**src/rtl/conv_viterbi_decoder.sv**
```systemverilog
// Hard-decision Viterbi decoder for a rate-1/2, K=3 convolutional code.
// Register-exchange survivors with sliding-window output and a zero-tail flush.
module conv_viterbi_decoder #(
    parameter logic [2:0] G1       = 3'b111,
    parameter logic [2:0] G2       = 3'b101,
    parameter int         TB_DEPTH = 16
) (
    input  logic       clk,
    input  logic       reset_n,
    input  logic       in_valid,
    input  logic [1:0] in_sym,
    input  logic       in_last,
    output logic       in_ready,
    output logic       out_valid,
    output logic       out_bit,
    output logic       out_last,
    output logic [5:0] frame_metric
);

    localparam int            CW        = $clog2(TB_DEPTH + 1);
    localparam int            FW        = $clog2(TB_DEPTH);
    localparam logic [CW-1:0] CNT_FULL  = CW'(TB_DEPTH);
    localparam logic [CW-1:0] FLUSH_MAX = CW'(TB_DEPTH - 1);

    typedef enum logic [1:0] {IDLE, RUN, FLUSH} state_t;

    state_t              state;
    logic [5:0]          pm     [4];
    logic [TB_DEPTH-1:0] sr     [4];
    logic [CW-1:0]       cnt;
    logic [FW-1:0]       flush_idx;

    logic [5:0]          pm_sel [4];
    logic [5:0]          pm_nxt [4];
    logic [TB_DEPTH-1:0] sr_nxt [4];
    logic [1:0]          best;
    logic [CW-1:0]       cnt_nxt;
    logic [CW-1:0]       flush_len;
    logic                accept;
    logic                all_hi;

    function automatic logic [1:0] branch_metric(input logic [2:0] taps, input logic [1:0] sym);
        logic [1:0] diff;
        diff = sym ^ {^(G1 & taps), ^(G2 & taps)};
        return {1'b0, diff[1]} + {1'b0, diff[0]};
    endfunction

    function automatic logic [5:0] sat_add(input logic [5:0] pm_val, input logic [1:0] bm);
        logic [6:0] sum;
        sum = {1'b0, pm_val} + {5'd0, bm};
        return (sum > 7'd63) ? 6'd63 : sum[5:0];
    endfunction

    assign in_ready  = (state != FLUSH);
    assign accept    = in_valid && in_ready;
    assign cnt_nxt   = (cnt == CNT_FULL) ? cnt : cnt + 1'b1;
    assign flush_len = (cnt_nxt < FLUSH_MAX) ? cnt_nxt : FLUSH_MAX;

    // Predecessors of ns are {ns[0],0} and {ns[0],1}; a tie keeps the s[0]=0 branch.
    always_comb begin
        logic [1:0] ns_b;
        logic [1:0] p0;
        logic [1:0] p1;
        logic [5:0] c0;
        logic [5:0] c1;
        all_hi = 1'b1;
        for (int ns = 0; ns < 4; ns++) begin
            ns_b = 2'(ns);
            p0   = {ns_b[0], 1'b0};
            p1   = {ns_b[0], 1'b1};
            c0   = sat_add(pm[p0], branch_metric({ns_b[1], p0}, in_sym));
            c1   = sat_add(pm[p1], branch_metric({ns_b[1], p1}, in_sym));
            if (c1 < c0) begin
                pm_sel[ns] = c1;
                sr_nxt[ns] = {sr[p1][TB_DEPTH-2:0], ns_b[1]};
            end else begin
                pm_sel[ns] = c0;
                sr_nxt[ns] = {sr[p0][TB_DEPTH-2:0], ns_b[1]};
            end
            if (pm_sel[ns] < 6'd32) all_hi = 1'b0;
        end
        for (int i = 0; i < 4; i++)
            pm_nxt[i] = all_hi ? pm_sel[i] - 6'd32 : pm_sel[i];
    end

    always_comb begin
        best = 2'd0;
        for (int i = 1; i < 4; i++)
            if (pm_nxt[i] < pm_nxt[best]) best = 2'(i);
    end

    always_ff @(posedge clk or negedge reset_n) begin
        if (!reset_n) begin
            state        <= IDLE;
            cnt          <= '0;
            flush_idx    <= '0;
            out_valid    <= 1'b0;
            out_bit      <= 1'b0;
            out_last     <= 1'b0;
            frame_metric <= 6'd0;
            for (int i = 0; i < 4; i++) begin
                pm[i] <= (i == 0) ? 6'd0 : 6'd16;
                sr[i] <= '0;
            end
        end else begin
            out_valid <= 1'b0;
            out_last  <= 1'b0;
            case (state)
                IDLE, RUN: begin
                    if (accept) begin
                        for (int i = 0; i < 4; i++) begin
                            pm[i] <= pm_nxt[i];
                            sr[i] <= sr_nxt[i];
                        end
                        cnt <= cnt_nxt;
                        if (cnt_nxt == CNT_FULL) begin
                            out_valid <= 1'b1;
                            out_bit   <= sr_nxt[best][TB_DEPTH-1];
                        end
                        if (in_last) begin
                            state     <= FLUSH;
                            flush_idx <= FW'(flush_len - 1'b1);
                        end else begin
                            state <= RUN;
                        end
                    end
                end
                FLUSH: begin
                    // Zero-terminated frame: the survivor of state 0 holds the tail window.
                    out_valid <= 1'b1;
                    out_bit   <= sr[0][flush_idx];
                    if (flush_idx == '0) begin
                        out_last     <= 1'b1;
                        frame_metric <= pm[0];
                        state        <= IDLE;
                        cnt          <= '0;
                        for (int i = 0; i < 4; i++) begin
                            pm[i] <= (i == 0) ? 6'd0 : 6'd16;
                            sr[i] <= '0;
                        end
                    end else begin
                        flush_idx <= flush_idx - 1'b1;
                    end
                end
                default: state <= IDLE;
            endcase
        end
    end

endmodule

```
**config.mk**
```make
export PLATFORM = sky130hd
export DESIGN_NAME = conv_viterbi_decoder
export DESIGN_NICKNAME = d
export VERILOG_FILES = /design/src/rtl/conv_viterbi_decoder.sv
export SDC_FILE = /design/constraint.sdc
export NUM_CORES = 1
export LEC_CHECK = 0
export CORE_ASPECT_RATIO = 0.6
export CORE_MARGIN = 1.5
export CORE_UTILIZATION = 55
export DETAILED_ROUTE_END_ITERATION = 16
export DONT_BUFFER_PORTS = 1
export PLACE_DENSITY_LB_ADDON = 0.25
export SLEW_MARGIN = 15
export SYNTH_ARGS = -nofsm -noshare
export SYNTH_HDL_FRONTEND = slang
export SYNTH_SLANG_ARGS = --single-unit
```
**constraint.sdc**
```tcl
create_clock -name clk -period 24.8 [get_ports clk]
set_clock_uncertainty 0.1 [all_clocks]
set_input_delay 2.48 -clock clk [delete_from_list [all_inputs] [get_ports clk]]
set_output_delay 2.48 -clock clk [all_outputs]
set_load 0.05 [all_outputs]
```
# Yosys cells after proc, flatten, opt, wreduce, memory -nomap -nowiden
# Cells that the tools add are included.
# word_totals
elab_cells,149
inputBits,6
register_bits,105
output_inout_bits,10
# op_classes
bitwise,6
magnitude_cmp,24
n_eq_ne,10
n_reduce_logical,10
n_addsub,19
muxes,65
# ops
operator,n
2-to-1 mux 64 bit,2
one-hot mux 64 bit (2 select lines),1
2-to-1 mux 6 bit,20
2-to-1 mux 16 bit,6
adder 6 x 2 -> 7 bit,8
"> comparator 7 x 6 -> 1 bit, second input constant",8
2-to-1 mux 24 bit,2
one-hot mux 24 bit (2 select lines),1
< comparator 6 bit,7
binary-select mux 16 bit (select 2 bit),1
binary-select mux 6 bit (select 2 bit),2
"< comparator 6 bit, second input constant",4
"subtractor 6 bit, second input constant",4
2-to-1 mux 4 bit,4
2-to-1 mux 5 bit,3
2-to-1 mux 1 bit,12
"inequality test 2 bit, second input constant",6
"equality test 5 bit, second input constant",2
2-to-1 mux 2 bit,5
one-hot mux 5 bit (2 select lines),1
">= comparator 3 bit, second input constant",3
NOT 2 -> 3 bit,3
adder 1 x 1 -> 2 bit,4
one-hot mux 4 bit (2 select lines),1
other kinds (19),24

# Logic depth before layout (Yosys ltp)
# depth
ltp_word,34
depth_mapped,46
mapped_depth_nobuf,45

# Worst setup path after synthesis
# No wires, ideal clock.
# synth_timing
kind,in2reg
from,input in_sym[0]
to,register out_bit
n_path_buf,1
stages,43
arrival_ps,10322
slack_ps,14299
setup_time_ps,78
t_required_ps,24622
cell_sequence,inv_1 > ha_1 > ha_1 > nor2b_1 > o311ai_1 > nor2_1 > xor2_1 > nor2_1 > ha_1 > nor2_1 > nand2_1 > or3_1 > a222oi_1 > a211oi_2 > clkbuf_1 > mux2_2 > ha_1 > a21o_1 > [7 not listed] > ha_1 > a21oi_1 > nor2b_1 > o21ai_0 > nand2b_1 > nor3_1 > nand2_1 > nor3_1 > nor3_2 > mux2_1 > ha_1 > a21o_1 > a211oi_1 > nand2b_1 > nor4_1 > a31oi_4 > o21a_1 > a21oi_1
# synth_between
elab_chain_len,34
word_cells_on_any_way,79
cone_classes,add/sub: 16; order compare: 19; mux: 39; bitwise: 5
# synth_lines
element,line_no,source
from (decl),11,"input logic [1:0] in_sym,"
NOT 2 bit (no line),--,
adder 1 x 1 -> 2 bit,45,"return {1'b0, diff[1]} + {1'b0, diff[0]};"
adder 6 x 2 -> 7 bit,50,"sum = {1'b0, pm_val} + {5'd0, bm};"
> comparator 7 x 6 -> 1 bit,51,return (sum > 7'd63) ? 6'd63 : sum[5:0];
2-to-1 mux 6 bit,51,
< comparator 6 bit,73,if (c1 < c0) begin
2-to-1 mux 6 bit,73,
< comparator 6 bit,80,if (pm_sel[ns] < 6'd32) all_hi = 1'b0;
[17 not listed],--,
< comparator 6 bit,89,if (pm_nxt[i] < pm_nxt[best]) best = 2'(i);
2-to-1 mux 2 bit,89,
NOT 2 -> 3 bit (not written as such),118,out_bit <= sr_nxt[best][TB_DEPTH-1];
binary-select mux 16 bit (select 2 bit) *,118,
2-to-1 mux 16 bit (not written as such) * (2 in a row),118,
2-to-1 mux 1 bit *,116,if (cnt_nxt == CNT_FULL) begin
2-to-1 mux 1 bit *,110,if (accept) begin
one-hot mux 1 bit (2 select lines) *,108,case (state)
to (signal assigned),118,
to (signal assigned),131,out_bit <= sr[0][flush_idx];
to (decl),15,"output logic out_bit,"
# Every way passes the cells marked *; elsewhere a longest branch is shown, timed or not. The select of a mux whose other input is x is not followed.
# A chain may end at the register's enable or synchronous reset.

# Worst setup path in the final report
# Ends and elaborated chain as after synthesis.

==> key figures <==
Status
  • Status: finished, final reports clean

Critical path
  • Crit-path max FO: 22
  • Critical path required time: between 20 and 25 ns
  • R2R Setup Slk: 15.24 ns
  • Setup CP Type: primary input to flop
  • Worst path max stage delay: approximately 0.51 ns
  • Worst setup path start: in_sym[0]
  • Crit path launch type: primary input
  • Reg2Reg Depth: 41
  • CP endpoint: out_bit$_DFFE_PN0P_
  • Critical Path Most Common Cell: ha_1
  • Worst r2r src: pm[18]$_DFFE_PN0P_
  • Slowest cell on crit path: a222oi_1
  • Reg-to-Reg End: out_bit$_DFFE_PN0P_
  • CP Capture Type: flop
  • Worst EP arrival: 11.85 ns

Finish
  • Ant diodes: 0
  • Post-layout nets: 874
  • Share of layout cells above drive strength 1: 7.72%
  • P&R area growth vs syn: 5.80%

Global route
  • GRT Residual Overflow: 0
  • Initial antenna violation count: 0
  • Pin count of the biggest net entering global routing: 104
  • Total track usage: 27.6%
  • Global-route wire length before repair: 30200 um
  • Vias in the first global route: 5911

Routing
  • Number of vias per cell: 6.23
  • DRC viols: 0
  • WL/cell: 18.4 um
  • First-pass DRT Iterations: 5
  • Iter 0 DRT Violations: between 500 and 600
  • Final ANT Viol Nets: 0
  • WL final: about 18000 um
  • Via count: 6139

CTS
  • Setup bufs post-CTS: 0
  • Clock sinks: 99
  • Clock root cell: clkbuf_16
  • Hold-fix buffers at CTS: 0
  • Clk pin slew, worst setup/hold paths: 0.07 ns
  • Clock tree buffer depth: 2
  • Post_cts resized: 0
  • CTS tree: yes
  • Htree depth: 3
  • CTS Buf Count: 9
  • Clock Latency Late Sink: 0.35 ns

STA
  • Max Freq: 0.0856 GHz
  • Slew Limit Fails: 0
  • Fin crit share: 47.1%
  • Slew @ Worst Pin: between 1 and 1.5 ns
  • Tmin final: 11.68 ns
  • RSZ-0062 raised after global routing: no
  • Number of setup violations in the final report: 0
  • Fin. Hold Viols: 0
  • Max-slew headroom: 28.2%
  • Setup TNS Final: 0 ns

Place
  • Buffers on Ports: 0
  • Final HPWL DP: 13300 um
  • Placer's final routability congestion estimate: 0.930

Run
  • Max_cap viols: 0

Synth
  • Primary FF master, synth: dfrtp_1
  • Synthesized instance count: 840
  • EDFF count, synth: 0
  • Ys async rst share: 100%
  • Mapped Area: 0.00729 sq mm
  • Syn_area_per_cell: 8.68 sq um
  • Seq cells post-synth: 99
  • Syn. warnings: 0
  • Yosys cell types: 69
  • Register area share after synthesis: 34.0%
  • Post-synthesis net count: around 900

Min path
  • Hold Crit Class: flop to flop

Die
  • Ports: 16
  • Row cnt: 32
  • Die height: 92.2 um
  • CORE AREA: 0.0129 sq mm
  • DIE WIDTH: 152 um
  • Initial Utilization: 56.6%
  • Die ar.: 0.0140 sq mm
[state kept, by name, summed over array words and instances (netlist names)]
| signal | cells |
|---|---|
| sr | 55 |
| pm | 24 |
| frame_metric | 6 |
| cnt | 5 |
| flush_idx | 4 |
| state | 2 |
| out_bit | 1 |
| out_last | 1 |
| out_valid | 1 |
[placed cells by master, fill, tap and decap left out, types with 3 or more instances in the layout]
cell type,count
a211oi_1,3
a21boi_0,4
a21o_1,13
a21oi_1,38
a22o_1,3
a31oi_1,3
buf_4,7
clkbuf_16,9
dfrtp_1,96
dfstp_2,3
ha_1,56
inv_1,35
mux2_2,15
mux2i_1,76
mux4_2,4
nand2_1,124
nand2b_1,9
nand3_1,18
nand3b_1,3
nand4_1,6
nor2_1,48
nor2b_1,12
nor3_1,6
nor4_1,5
o211ai_1,3
o21a_1,8
o21ai_0,92
o21ai_1,8
o22ai_1,29
o31ai_1,5
or2_2,3
or3_1,3
xnor2_1,7
xor2_1,14
[synthesized netlist by cell type, types with 2 or more instances]
cell / n / area share (%)
dfrtp_1: 96 / 33
nand2_1: 124 / 6.4
o21ai_0: 92 / 6.3
buf_1: 3 / 0.15
nand2b_1: 10 / 0.86
nand3_1: 18 / 1.2
o22ai_1: 29 / 2.5
and4_1: 2 / 0.24
a211oi_1: 3 / 0.31
mux2_2: 15 / 2.3
a21boi_0: 4 / 0.41
nand4_1: 6 / 0.51
mux4_2: 4 / 1.2
or3_1: 3 / 0.26
clkbuf_1: 40 / 2.1
a21o_1: 13 / 1.3
xor2_1: 14 / 1.7
nor3b_1: 2 / 0.21
a31oi_1: 3 / 0.26
o21a_1: 8 / 0.82
or2_2: 3 / 0.26
a21oi_1: 39 / 2.7
nor2_1: 49 / 2.5
buf_2: 2 / 0.14
nor4_1: 5 / 0.43
dfstp_2: 3 / 1.1
nand3b_1: 3 / 0.31
o211ai_1: 3 / 0.31
o21bai_1: 2 / 0.21
o21ai_1: 8 / 0.55
o31ai_1: 5 / 0.51
a311oi_1: 2 / 0.24
mux2i_1: 76 / 10
xnor2_1: 7 / 0.84
a22o_1: 3 / 0.36
o311ai_1: 2 / 0.24
nor2b_1: 13 / 1.1
inv_1: 35 / 1.8
nor3_1: 6 / 0.41
ha_1: 56 / 9.6
[kinds of logic (layout without fill, tap and decap cells)]
kind of cell	count (synthesis)	in the layout	share of synthesized area [%]
and+or+nand+nor	253	253	15.9
buffers and inverters	82	58	4.31
adders and majority gates	56	56	9.61
muxes	98	98	14.5
xor gates and xnor gates	21	21	2.52
DFF	99	99	34.0
AOI/OAI and AO/OA	231	231	19.1
[worst max-delay path, delay by kind of cell]
kind                       cells  cell delay [ns]
AOI/OAI and AO/OA             14             3.19
xor gates and xnor gates       1             0.15
adders and majority gates      6             1.73
buffers and inverters          2             0.34
muxes                          3             0.85
and+or+nand+nor               17             3.12
[through the flow]
| stage | instance area (sq um) | util [%] | cells | hold slack (ns) | setup slack [ns] |
|---|---|---|---|---|---|
| final | 7710 | 59.8 | 986 | 0.391 | 13.12 |
| after global routing | 7710 | 59.8 | 986 | 0.409 | 12.34 |
| after CTS | 7710 | 59.8 | 986 | 0.397 | 13.39 |
| after detailed placement | 7420 | 57.5 | 971 | 0.382 | 13.07 |
| after global placement | 7420 | 57.5 | 971 | 0.368 | 13.62 |
| after floorplan | 7290 | - | 840 | 0.332 | 14.30 |
[metal layers]
layer / up-vias / part of all wire [%] / global-route usage, %
met3: 29 / 7.7 / 5.82
met4: 0 / 1.5 / 7.13
li1: 2955 / - / -
met5: - / 0 / 0
met1: 2924 / 49 / 41.1
met2: 231 / 42 / 40.4
[cell type report]
class	instances	area (sq um)
tap	170	213
clock buffer	9	225
multi-input combinational	659	4530
inverter	36	135
clock inverter	6	73.8
sequential	99	2480
timing repair buffer	7	52.6
fill	1122	5180
[worst min path at each step]
stage	depth (start not counted)	startpoint	to
after global placement	1	state[1]$_DFFE_PN0P_	state[0]$_DFFE_PN0P_
after floorplan	1	state[1]$_DFFE_PN0P_	state[0]$_DFFE_PN0P_
final	1	state[1]$_DFFE_PN0P_	state[0]$_DFFE_PN0P_
after global routing	1	state[1]$_DFFE_PN0P_	state[0]$_DFFE_PN0P_
after CTS	1	state[1]$_DFFE_PN0P_	state[0]$_DFFE_PN0P_
after detailed placement	1	state[1]$_DFFE_PN0P_	state[0]$_DFFE_PN0P_
Power is left out: the tool's default activity adds up to more than one toggle a clock period on the data nets, which glitch-free logic cannot reach.
